[src/rtl/mem_sram_ctrl_pkg.sv]
// Shared definitions for the MEM-stage SRAM controller: FSM encoding, default
// SRAM window base and the CPU-byte to SRAM-word address helper.
package mem_sram_ctrl_pkg;

    typedef enum logic [1:0] {
        ST_IDLE = 2'd0,
        ST_LO   = 2'd1,
        ST_HI   = 2'd2,
        ST_DONE = 2'd3
    } sram_state_e;

    localparam logic [31:0] BASE_ADDR_DEF = 32'd1024;
    localparam int          SRAM_DW       = 16;

    // 32-bit word index inside the SRAM window; caller truncates to its address width
    function automatic logic [31:0] cpu_word_index(input logic [31:0] cpu_addr,
                                                   input logic [31:0] base_addr);
        return (cpu_addr - base_addr) >> 2;
    endfunction

endpackage

[src/rtl/sram_wait_cnt.sv]
// Phase wait counter: counts 0..WAIT_CYCLES-1 while enabled, wraps on the
// last count, and flags that last count so the FSM can change phase.
module sram_wait_cnt #(
    parameter int WAIT_CYCLES = 2,
    parameter int CNT_W       = (WAIT_CYCLES > 1) ? $clog2(WAIT_CYCLES) : 1
) (
    input  logic clk,
    input  logic rst,
    input  logic clr_i,
    input  logic en_i,
    output logic last_o
);

    localparam logic [CNT_W-1:0] LAST_VAL = CNT_W'(WAIT_CYCLES - 1);
    localparam logic [CNT_W-1:0] ONE_VAL  = CNT_W'(1);

    logic [CNT_W-1:0] cnt_q;
    logic [CNT_W-1:0] cnt_d;

    assign last_o = (cnt_q == LAST_VAL);

    // next count: clear wins, otherwise advance and wrap on the last count
    always_comb begin
        cnt_d = cnt_q;
        if (clr_i) begin
            cnt_d = '0;
        end else if (en_i) begin
            if (last_o) begin
                cnt_d = '0;
            end else begin
                cnt_d = cnt_q + ONE_VAL;
            end
        end else begin
            cnt_d = cnt_q;
        end
    end

    // count register
    always_ff @(posedge clk) begin
        if (rst) begin
            cnt_q <= '0;
        end else begin
            cnt_q <= cnt_d;
        end
    end

endmodule

[src/rtl/mem_sram_ctrl.sv]
// MEM-stage SRAM controller: splits one 32-bit load/store into a low and a high
// 16-bit access on an asynchronous SRAM, freezing the pipeline until done.
module mem_sram_ctrl
    import mem_sram_ctrl_pkg::*;
#(
    parameter int          WAIT_CYCLES = 2,
    parameter logic [31:0] BASE_ADDR   = BASE_ADDR_DEF,
    parameter int          SRAM_AW     = 18
) (
    input  logic                clk,
    input  logic                rst,
    input  logic                rd_en,
    input  logic                wr_en,
    input  logic [31:0]         addr,
    input  logic [31:0]         wdata,
    output logic [31:0]         rdata,
    output logic                ready,
    output logic [SRAM_AW-1:0]  sram_addr,
    output logic [SRAM_DW-1:0]  sram_dq_o,
    output logic                sram_dq_oe,
    input  logic [SRAM_DW-1:0]  sram_dq_i,
    output logic                sram_we_n,
    output logic                sram_oe_n,
    output logic                sram_ce_n,
    output logic                sram_ub_n,
    output logic                sram_lb_n
);

    localparam int HW_AW = SRAM_AW - 1;

    sram_state_e        state_q, state_d;
    logic               op_wr_q, op_wr_d;
    logic [HW_AW-1:0]   base_q, base_d;
    logic [31:0]        wdata_q, wdata_d;
    logic [31:0]        rdata_q, rdata_d;
    logic [SRAM_AW-1:0] sram_addr_q, sram_addr_d;
    logic [SRAM_DW-1:0] dq_o_q, dq_o_d;
    logic               dq_oe_q, dq_oe_d;
    logic               we_n_q, we_n_d;
    logic               oe_n_q, oe_n_d;
    logic               ce_n_q, ce_n_d;

    logic               req_s;
    logic               in_phase_s;
    logic               next_phase_s;
    logic               wait_last_s;

    assign req_s        = rd_en | wr_en;
    assign in_phase_s   = (state_q == ST_LO) || (state_q == ST_HI);
    assign next_phase_s = (state_d == ST_LO) || (state_d == ST_HI);

    sram_wait_cnt #(
        .WAIT_CYCLES (WAIT_CYCLES)
    ) u_wait_cnt (
        .clk    (clk),
        .rst    (rst),
        .clr_i  (~in_phase_s),
        .en_i   (in_phase_s),
        .last_o (wait_last_s)
    );

    // FSM next state and request capture; store wins when both requests are set
    always_comb begin
        state_d = state_q;
        op_wr_d = op_wr_q;
        base_d  = base_q;
        wdata_d = wdata_q;
        case (state_q)
            ST_IDLE: begin
                if (req_s) begin
                    state_d = ST_LO;
                    op_wr_d = wr_en;
                    base_d  = HW_AW'(cpu_word_index(addr, BASE_ADDR));
                    wdata_d = wdata;
                end else begin
                    state_d = ST_IDLE;
                end
            end
            ST_LO: begin
                if (wait_last_s) begin
                    state_d = ST_HI;
                end else begin
                    state_d = ST_LO;
                end
            end
            ST_HI: begin
                if (wait_last_s) begin
                    state_d = ST_DONE;
                end else begin
                    state_d = ST_HI;
                end
            end
            ST_DONE: begin
                state_d = ST_IDLE;
            end
            default: begin
                state_d = ST_IDLE;
            end
        endcase
    end

    // read data capture on the last cycle of each read phase
    always_comb begin
        rdata_d = rdata_q;
        if (in_phase_s && !op_wr_q && wait_last_s) begin
            if (state_q == ST_LO) begin
                rdata_d[15:0] = sram_dq_i;
            end else begin
                rdata_d[31:16] = sram_dq_i;
            end
        end else begin
            rdata_d = rdata_q;
        end
    end

    // pin values for the coming cycle, decoded from the next state so the
    // registered strobes line up with the phase they belong to
    always_comb begin
        ce_n_d      = ~next_phase_s;
        we_n_d      = ~(next_phase_s & op_wr_d);
        oe_n_d      = ~(next_phase_s & ~op_wr_d);
        dq_oe_d     = next_phase_s & op_wr_d;
        sram_addr_d = sram_addr_q;
        dq_o_d      = dq_o_q;
        case (state_d)
            ST_LO: begin
                sram_addr_d = {base_d, 1'b0};
                dq_o_d      = wdata_d[15:0];
            end
            ST_HI: begin
                sram_addr_d = {base_d, 1'b1};
                dq_o_d      = wdata_d[31:16];
            end
            default: begin
                sram_addr_d = sram_addr_q;
                dq_o_d      = dq_o_q;
            end
        endcase
    end

    // state, latched request and registered SRAM pins
    always_ff @(posedge clk) begin
        if (rst) begin
            state_q     <= ST_IDLE;
            op_wr_q     <= 1'b0;
            base_q      <= '0;
            wdata_q     <= 32'd0;
            rdata_q     <= 32'd0;
            sram_addr_q <= '0;
            dq_o_q      <= '0;
            dq_oe_q     <= 1'b0;
            we_n_q      <= 1'b1;
            oe_n_q      <= 1'b1;
            ce_n_q      <= 1'b1;
        end else begin
            state_q     <= state_d;
            op_wr_q     <= op_wr_d;
            base_q      <= base_d;
            wdata_q     <= wdata_d;
            rdata_q     <= rdata_d;
            sram_addr_q <= sram_addr_d;
            dq_o_q      <= dq_o_d;
            dq_oe_q     <= dq_oe_d;
            we_n_q      <= we_n_d;
            oe_n_q      <= oe_n_d;
            ce_n_q      <= ce_n_d;
        end
    end

    assign ready      = (state_q == ST_DONE) | ((state_q == ST_IDLE) & ~rd_en & ~wr_en);
    assign rdata      = rdata_q;
    assign sram_addr  = sram_addr_q;
    assign sram_dq_o  = dq_o_q;
    assign sram_dq_oe = dq_oe_q;
    assign sram_we_n  = we_n_q;
    assign sram_oe_n  = oe_n_q;
    assign sram_ce_n  = ce_n_q;
    assign sram_ub_n  = 1'b0;
    assign sram_lb_n  = 1'b0;

endmodule

[config.mk]
export PLATFORM = sky130hd
export DESIGN_NAME = mem_sram_ctrl
export DESIGN_NICKNAME = d
export VERILOG_FILES = /design/src/rtl/mem_sram_ctrl_pkg.sv /design/src/rtl/sram_wait_cnt.sv /design/src/rtl/mem_sram_ctrl.sv
export SDC_FILE = /design/constraint.sdc
export NUM_CORES = 1
export LEC_CHECK = 0
export ABC_AREA = 1
export BUFFER_PORTS_ARGS = -buffer_cell sky130_fd_sc_hd__buf_2
export CORE_ASPECT_RATIO = 0.8
export CORE_MARGIN = 2
export CORE_UTILIZATION = 35
export DETAILED_ROUTE_END_ITERATION = 10
export PLACE_DENSITY = 0.7
export SYNTH_ARGS = -nofsm -noshare
export SYNTH_HDL_FRONTEND = slang
export SYNTH_SLANG_ARGS = --single-unit
[constraint.sdc]
create_clock -name clk -period 3.4 [get_ports clk]
set_input_delay 0.17 -clock clk [delete_from_list [all_inputs] [get_ports clk]]
set_output_delay 0.17 -clock clk [all_outputs]
set_load 0.02 [all_outputs]
# Word level (Yosys, flattened, before mapping)
# Index checks and enable logic that the tools add are counted.
totals:
  inputBits: 84
  register_bits: 123
  out_inout_bits: 73
  word_cells: 56
op_classes:
  n_bitwise: 14
  n_reduce_logical: 10
  add_sub_neg: 2
  mux: 12
  eq_ne: 5
ops:
  columns: ["op", "n"]
  rows:
  - ["32-bit two-way mux", 2]
  - ["18-bit one-hot mux with 2 select lines", 1]
  - ["17-bit two-way mux", 2]
  - ["16-bit one-hot mux with 2 select lines", 1]
  - ["19-bit by 11-bit subtractor with 19-bit output, second input constant", 1]
  - ["1-bit NOT", 8]
  - ["2-bit one-hot mux with 4 select lines", 1]
  - ["2-bit == test, second input constant", 3]
  - ["1-bit bitwise AND", 4]
  - ["2-bit by 1-bit == test with 1-bit output, second input constant", 2]
  - ["1-bit two-way mux", 4]
  - ["2-bit AND reduction", 2]
  - ["3-bit OR reduction", 1]
  - ["1-bit logical AND", 2]
  - ["2-bit zero test", 1]
  - ["1-bit logical OR", 2]
  - ["2-bit two-way mux", 1]
  - ["1-bit OR", 2]
  - ["2-bit nonzero test", 1]
  - ["1-bit adder, second input constant", 1]
  - ["1-bit zero test", 1]

# Depth between registers and ports, before layout
# Gate-level depths: netlist of the first run.
logic_depth:
  word_depth: 7
  depth_mapped: 13
  mapped_depth_nobuf: 12

# Hierarchy
# A second synthesis of the first run with hierarchy kept.
hier_totals:
  hier_cells: 648
  area_unflattened_um2: 4903.5
by_module_without_submodules:
  columns: ["module", "area_per_inst_um2", "seq_area_each_um2", "instances", "cells_each"]
  rows:
  - ["mem_sram_ctrl", 4862.2, 2442.3, 1, 642]
  - ["sram_wait_cnt", 41.3, 20.0, 1, 6]

# Worst setup path before layout of the first run
# No wires, ideal clock.
synth_path:
  path_kind: "register to register"
  start: "register state_q[1]"
  end: "register dq_o_q[10], in the netlist sram_dq_o[10]"
  required_ns: 3.338
  path_stages_with_launch: 13
  synth_period_minus_slack_ns: 2.309
  n_path_buf: 3
  arrival_ns: 2.247
  setup_ns: 0.062
  slack_ns: 1.091
  cell_sequence: "dfxtp_1 inv_1 ha_1 buf_2 inv_1 o21ai_0 mux2i_1 ha_1 clkbuf_1 nor2_1 clkbuf_1 nand4_1 nand3_1"
synth_via:
  elab_chain_cells: 4
  word_cells_on_any_way: 10
  cone_classes: "eq/ne: 5; mux: 3; reduce/logical: 2"
synth_rtl:
  columns: ["element", "line", "source"]
  rows:
  - ["from (decl)", "mem_sram_ctrl.sv:31", "sram_state_e state_q, state_d;"]
  - ["from (signal assigned)", "mem_sram_ctrl.sv:156", "state_q <= state_d;"]
  - ["2-bit == test (tied with other cells)", "mem_sram_ctrl.sv:68", "case (state_q)"]
  - ["2-bit one-hot mux with 4 select lines", "mem_sram_ctrl.sv:68", null]
  - ["2-bit == test / 2-bit by 1-bit == test with 1-bit output (equally long branches)", "mem_sram_ctrl.sv:125", "case (state_d)"]
  - ["16-bit one-hot mux with 2 select lines / 2-bit nonzero test (equally long branches)", null, null]
  - ["to (signal assigned)", "mem_sram_ctrl.sv:162", "dq_o_q <= dq_o_d;"]
  - ["to (decl)", "mem_sram_ctrl.sv:37", "logic [SRAM_DW-1:0] dq_o_q, dq_o_d;"]
# Several ways; a longest one is shown, not always the timed one.
# A chain may end at the register's enable or synchronous reset.

# Final worst setup path of the first run
layout_path:
  start: "register state_q[1]"
  end: "register sram_addr_q[11], in the netlist sram_addr[11]"
layout_via:
  elab_chain_cells: 4
  word_cells_on_any_way: 10
  cone_classes: "eq/ne: 5; mux: 3; reduce/logical: 2"
layout_rtl:
  columns: ["element", "line", "source"]
  rows:
  - ["2-bit == test (tied with other cells)", "mem_sram_ctrl.sv:68", null]
  - ["2-bit one-hot mux with 4 select lines", "mem_sram_ctrl.sv:68", null]
  - ["2-bit by 1-bit == test with 1-bit output / 2-bit == test (equally long branches)", "mem_sram_ctrl.sv:125", null]
  - ["2-bit nonzero test (no line)", null, null]
  - ["to (signal assigned)", "mem_sram_ctrl.sv:161", "sram_addr_q <= sram_addr_d;"]
  - ["to (decl)", "mem_sram_ctrl.sv:36", "logic [SRAM_AW-1:0] sram_addr_q, sram_addr_d;"]
# Several ways; a longest one is shown, not always the timed one. The select of a mux whose other input is x is not followed.

==> results of run 1 <==
-- stage by stage --
step                hold WS (ns)  total power [mW]
floorplan                 0.2617             2.067
global placement          0.4349             2.270
detailed placement        0.4374             2.279
CTS                     0.006669             4.045
global route             0.01803             4.196
finish                   0.02303             3.990
-- worst max path at each step --
stage               start             to  slack (ns)
6_report       state_q[1]  sram_addr[11]        0.92
5_1_grt        state_q[1]  sram_addr[11]        0.65
4_1_cts        state_q[1]  sram_addr[11]        0.87
3_5_place_dp   state_q[1]   sram_addr[9]        0.88
3_3_place_gp   state_q[1]  sram_dq_o[11]        0.95
2_1_floorplan  state_q[1]  sram_dq_o[10]        1.09
-- sequential cells by signal, indices dropped and copies added, names as in the netlist, 2 cells and up --
name,count
wdata_q,32
state_q,2
sram_addr,18
rdata,32
base_q,17
sram_dq_o,16
-- where the power goes --
group | switching [mW] | leakage, nW | internal, mW
registers | 0.0505 | 1.01 | 1.58
clock network | 0.706 | 0.271 | 1.04
logic | 0.392 | 1.81 | 0.223
total | 1.15 | 3.09 | 2.84
-- worst min-delay path, cell delays in order --
cell and delay [ns]:
buf_2 0.09, o21ai_0 0.07, nor2_1 0.07
-- layout by cell type, fill, tap and decap left out, drive strengths merged, types with 4 or more instances in the layout --
| cell type | instances |
|---|---|
| nand4 | 24 |
| nor3 | 4 |
| nand2 | 132 |
| a21oi | 17 |
| buf | 150 |
| clkinv | 5 |
| dfxtp | 123 |
| and3 | 13 |
| nand3 | 50 |
| nor2 | 86 |
| clkinvlp | 4 |
| o21ai | 49 |
| clkbuf | 18 |
| ha | 7 |
| inv | 54 |
| or2 | 49 |
-- kinds of logic (layout without fill, tap and decap cells) --
family	Yosys count	in the layout	synth area share (%)
multiplexers	1	1	0.2044
AND/OR/NAND/NOR	358	358	33.49
AO/OA/AOI/OAI	68	68	7.050
adder cells (fa/ha/maj)	7	7	1.788
flip-flops	123	123	50.27
other	1	2	0.07655
buffers and inverters	87	232	7.126
-- layer usage --
| metal | global-route usage, % | part of all wire [%] | vias up |
|---|---|---|---|
| met1 | 22.21 | 48 | 2038 |
| met5 | 0 | 0 | - |
| met2 | 27.39 | 43 | 101 |
| met4 | 6.250 | 1.5 | 0 |
| met3 | 6.086 | 6.6 | 13 |
| li1 | - | - | 2328 |
-- final cells by class --
class	count	area, sq um	share of cell area (%)
sequential	123	2462	38.88
multi-input combinational	436	2101	33.17
timing repair buffer	150	778.2	12.29
clock buffer	18	439.2	6.934
tap	180	225.2	3.556
inverter	50	188.9	2.983
clock inverter	14	138.9	2.193
==> flow_summary.ini, run 1 <==
[outcome]
outcome = finished clean

[final_layout]
antennaDiodeCount = 0
final_area_sq_um = 6334
nets = 869
final.fill_count = 1364
utilization_pct = 46.58
drive_above_1_share_pct = 29.96
syn_to_final_growth_pct = 29.30
final_cells = 971

[critical_path]
slowest_stage = ha_1
cp.depth = 11
rr_startpoint = state_q[1]
cpPeakStageDelay_ns = 0.46
crit_chain = inv_1 -> ha_1 -> inv_1 -> o21ai_0 -> mux2i_1 -> ha_1 -> inv_1 -> nor2_2 -> buf_4 -> nand2_1 -> o21ai_0
critical_path_class = flop to flop
cp.buffers_inverters = 4
cp_top_family = adder cells
worstSetupEndpointType = flop
crit_arrival_ns = 2.82
worstReg2RegEnd = sram_addr[11]
cp_common_cell = inv_1
reg2reg_slack_ns = 0.92
crit_path_start_kind = flop
required_ns = 3.73
path_max_fanout = 11
ff2ff_path_depth = 11

[synthesis]
synth_top_area_share_pct = 50.27
synth.largest_area_cell = dfxtp_1
ys_ff_latch = 123
async_flop_share_pct = 0
synthFlopType = dfxtp_1
ys_types = 24
synth_most_common_cell = nand2_1
ys_warn_count = 0
syn_area_sq_um = 4898
ys_seq_area_share_pct = 50.27
netlist_instances = 645
synth_common_cells = nand2_1 (131), dfxtp_1 (123), nor2_1 (86)
synth.area.top_cells = dfxtp_1 (50%), nand2_1 (10%), nor2_1 (6.6%)
syn_avg_cell_area_sq_um = 7.594
synth_edf_count = 0

[clock_tree]
worstSkewPairLatency_ns = 0.41
cts_made_buffers = 17
cts_buffer_depth = 2
cts_setup_buffers = 0
cts_sinks = 123
cts_max_level = 4
cts_tree = built
ctsHoldBuffers = 0
cts_resized = 0
cts-root-buf = clkbuf_16
clk_pin_slew_worst_paths_ns = 0.06

[sta]
setup_violations = 0
rsz0062_at_grt = false
worst_pin_slew_ns = 0.9540
period_minus_slack_ns = 2.484
post-route-period-util_pct = 73.07
fmax_mhz = 402.5
clock_skew_ns = 0.006677
fin_ws_ns = 0.9155
setup_tns_ns = 0
finalHoldViolations = 0
slew_headroom_pct = 36.25
slew_viol_final = 0

[route]
viasPerCell = 4.614
wl_per_cell_microns = 12.72
drt-pass1-iter-count = 7
dr.first_iter.drc_count = 216
routed_wl_mm = 12.35
drtAntennaViolNets = 0
drc = 0
vias = 4480

[placed_design]
dp.cells = 939
placed_area_sq_um = 5756
gp_congestion = 0.7834
portBuffers = 139
place_ws_ns = 0.8766
dpl.hpwl_mm = 8.312

[power]
powerDensity_nw_per_um2 = 630.0
leakage_nw = 3.095
peakVddDrop_uv = 335.6

[hold_path]
hp-start = sram_dq_i[8]
holdPathEnd = rdata[24]
worstHoldPathType = input port to flop
min_path_cells = 3

[global_route]
grt_pass1_wl_mm = 20.21
antenna_found_initial = 0
grt_pass1_vias = 4203
overflow = 0
grtUsageTotal_pct = 17.42
grt_max_degree = 45

[floorplan]
initial_core_util_pct = 36.02
row_count = 38
io_pins = 157
dieArea_sq_um = 14960
die_y_microns = 109.8
coreArea_sq_um = 13600
die_w_microns = 136.3

[job]
max_cap_violations = 0
(Power assumes the default switching activity.)
==> inputs of run 2 (changes only) <==
--- a/config.mk
+++ b/config.mk
@@ -11,7 +11,7 @@
 export CORE_MARGIN = 2
 export CORE_UTILIZATION = 35
 export DETAILED_ROUTE_END_ITERATION = 10
-export PLACE_DENSITY = 0.7
+export PLACE_DENSITY = 0.72
 export SYNTH_ARGS = -nofsm -noshare
 export SYNTH_HDL_FRONTEND = slang
 export SYNTH_SLANG_ARGS = --single-unit
==> constraint.sdc (replaced) <==
create_clock -name clk -period 2.2 [get_ports clk]
set_input_delay 0.11 -clock clk [delete_from_list [all_inputs] [get_ports clk]]
set_output_delay 0.11 -clock clk [all_outputs]
set_load 0.02 [all_outputs]
==> flow_summary.ini, run 2 (synthesis gave the netlist of run 1 again) <==
[outcome]
outcome = finished clean

[critical_path]
worstReg2RegEnd = sram_dq_o[11]
rr_startpoint = state_q[0]
required_ns = 2.50
ff2ff_path_depth = 13
worstSetupEndpointType = flop
crit_arrival_ns = 2.37
path_max_fanout = 5
critical_path_class = flop to flop
reg2reg_slack_ns = 0.13
crit_path_start_kind = flop

[floorplan]
coreArea_sq_um = 13600
initial_core_util_pct = 36.02
die_w_microns = 136.3
io_pins = 157
row_count = 38
dieArea_sq_um = 14960
die_y_microns = 109.8

[sta]
clock_skew_ns = 0.009250
worst_pin_slew_ns = 0.6931
hold_slack_ns = 0.01112
post-route-period-util_pct = 94.23
finalHoldViolations = 0
setup_violations = 0
period_minus_slack_ns = 2.073
rsz0062_at_grt = false
slew_headroom_pct = 53.80
slew_viol_final = 0
fmax_mhz = 482.4

[global_route]
gr-usage-met2_pct = 29.15
antenna_found_initial = 0
grt_max_degree = 59
grt_pass1_vias = 4401
grt_use_met3_pct = 4.933
grt-busiest-layer = met2
overflow = 0
grt_pass1_wl_mm = 21.13
met1_usage_pct = 22.62
grtUsageTotal_pct = 17.93

[clock_tree]
cts_max_level = 4
worstSkewPairLatency_ns = 0.41
cts_sinks = 123
cts_buffer_depth = 2
cts_made_buffers = 17
clk_pin_slew_worst_paths_ns = 0.06
cts_tree = built
cts-root-buf = clkbuf_16

[route]
wl_per_cell_microns = 13.13
routed_wl_mm = 13.09
dr.first_iter.drc_count = 241
drtAntennaViolNets = 0
drc = 0
vias = 4658
drt-pass1-iter-count = 4
viasPerCell = 4.672

[hold_path]
worstHoldPathType = input port to flop
holdPathEnd = wdata_q[5]
min_path_cells = 3
hp-start = wdata[5]

[placed_design]
portBuffers = 139
gp_congestion = 0.8088
placed_area_sq_um = 5831
dpl.hpwl_mm = 8.390

[final_layout]
final-seq-area_sq_um = 2462
syn_to_final_growth_pct = 38.80
final_area_sq_um = 6799
most-common-layout-cells = buf_2 (139), nand2_1 (131), dfxtp_1 (123)
antennaDiodeCount = 0
final.fill_count = 1332
nets = 895
drive_above_1_share_pct = 30.60
multiInputGateArea_sq_um = 2126
final_common_cell = buf_2

[job]
max_cap_violations = 0

[power]
leakage_nw = 3.290
total_power_mw = 6.687
peakVddDrop_uv = 546.1
powerDensity_nw_per_um2 = 983.6
## run 2: area by class of cell
cell class,count,share of cell area [%]
Clock buffer,18,6.459
Clock inverter,14,3.220
Inverter,50,2.779
Multi-Input combinational cell,436,31.27
Sequential cell,123,36.22
Tap cell,180,3.312
Timing Repair Buffer,176,16.75
## run 2: per-layer routing
layer / wire, microns / part of all wire (%)
met1: 6175 / 47
met2: 5848 / 45
met3: 817 / 6.2
met4: 250 / 1.9
met5: 0 / 0
## run 2: stage by stage
step                setup WS [ns]  cells  utilization (%)  TNS [ns]
floorplan                -0.04332    646                -   -0.6481
global placement           0.1717    941            42.88         0
detailed placement         0.1197    941            42.88         0
CTS                       0.05786    992            49.12         0
global route              0.01147    997            50.00         0
finish                     0.1270    997            50.00         0
## run 2: critical path, cell delays in order (launching register included)
cell and delay [ns]:
dfxtp_1 0.41, inv_1 0.12, ha_1 0.22, nand2_1 0.06, o21ai_0 0.07, mux2i_1 0.13
buf_4 0.14, ha_4 0.21, inv_2 0.09, nor2_4 0.05, buf_12 0.16, clkbuf_16 0.15
nand2_1 0.06, nand3_1 0.07
## run 2: power by group
group	switching (mW)	internal [mW]
clock network	1.05	2.05
registers	0.0811	2.44
logic	0.638	0.434
## run 2: worst max-delay path by stage
stage | from | to | cells after the start
after global placement | state_q[1] | sram_addr[6] | 9
after CTS | state_q[0] | sram_dq_o[6] | 12
after global routing | state_q[1] | sram_dq_o[9] | 13
final | state_q[0] | sram_dq_o[11] | 13
after detailed placement | state_q[1] | sram_addr[3] | 9
after floorplan | state_q[1] | sram_addr[10] | 12
## run 2: what timing repair did
item	4_1_cts	5_1_grt
endpoints found under the setup margin	0	30
hold buffers	19	0
resized for setup	0	9
endpoints found under the hold margin	34	0
setup buffers	0	2
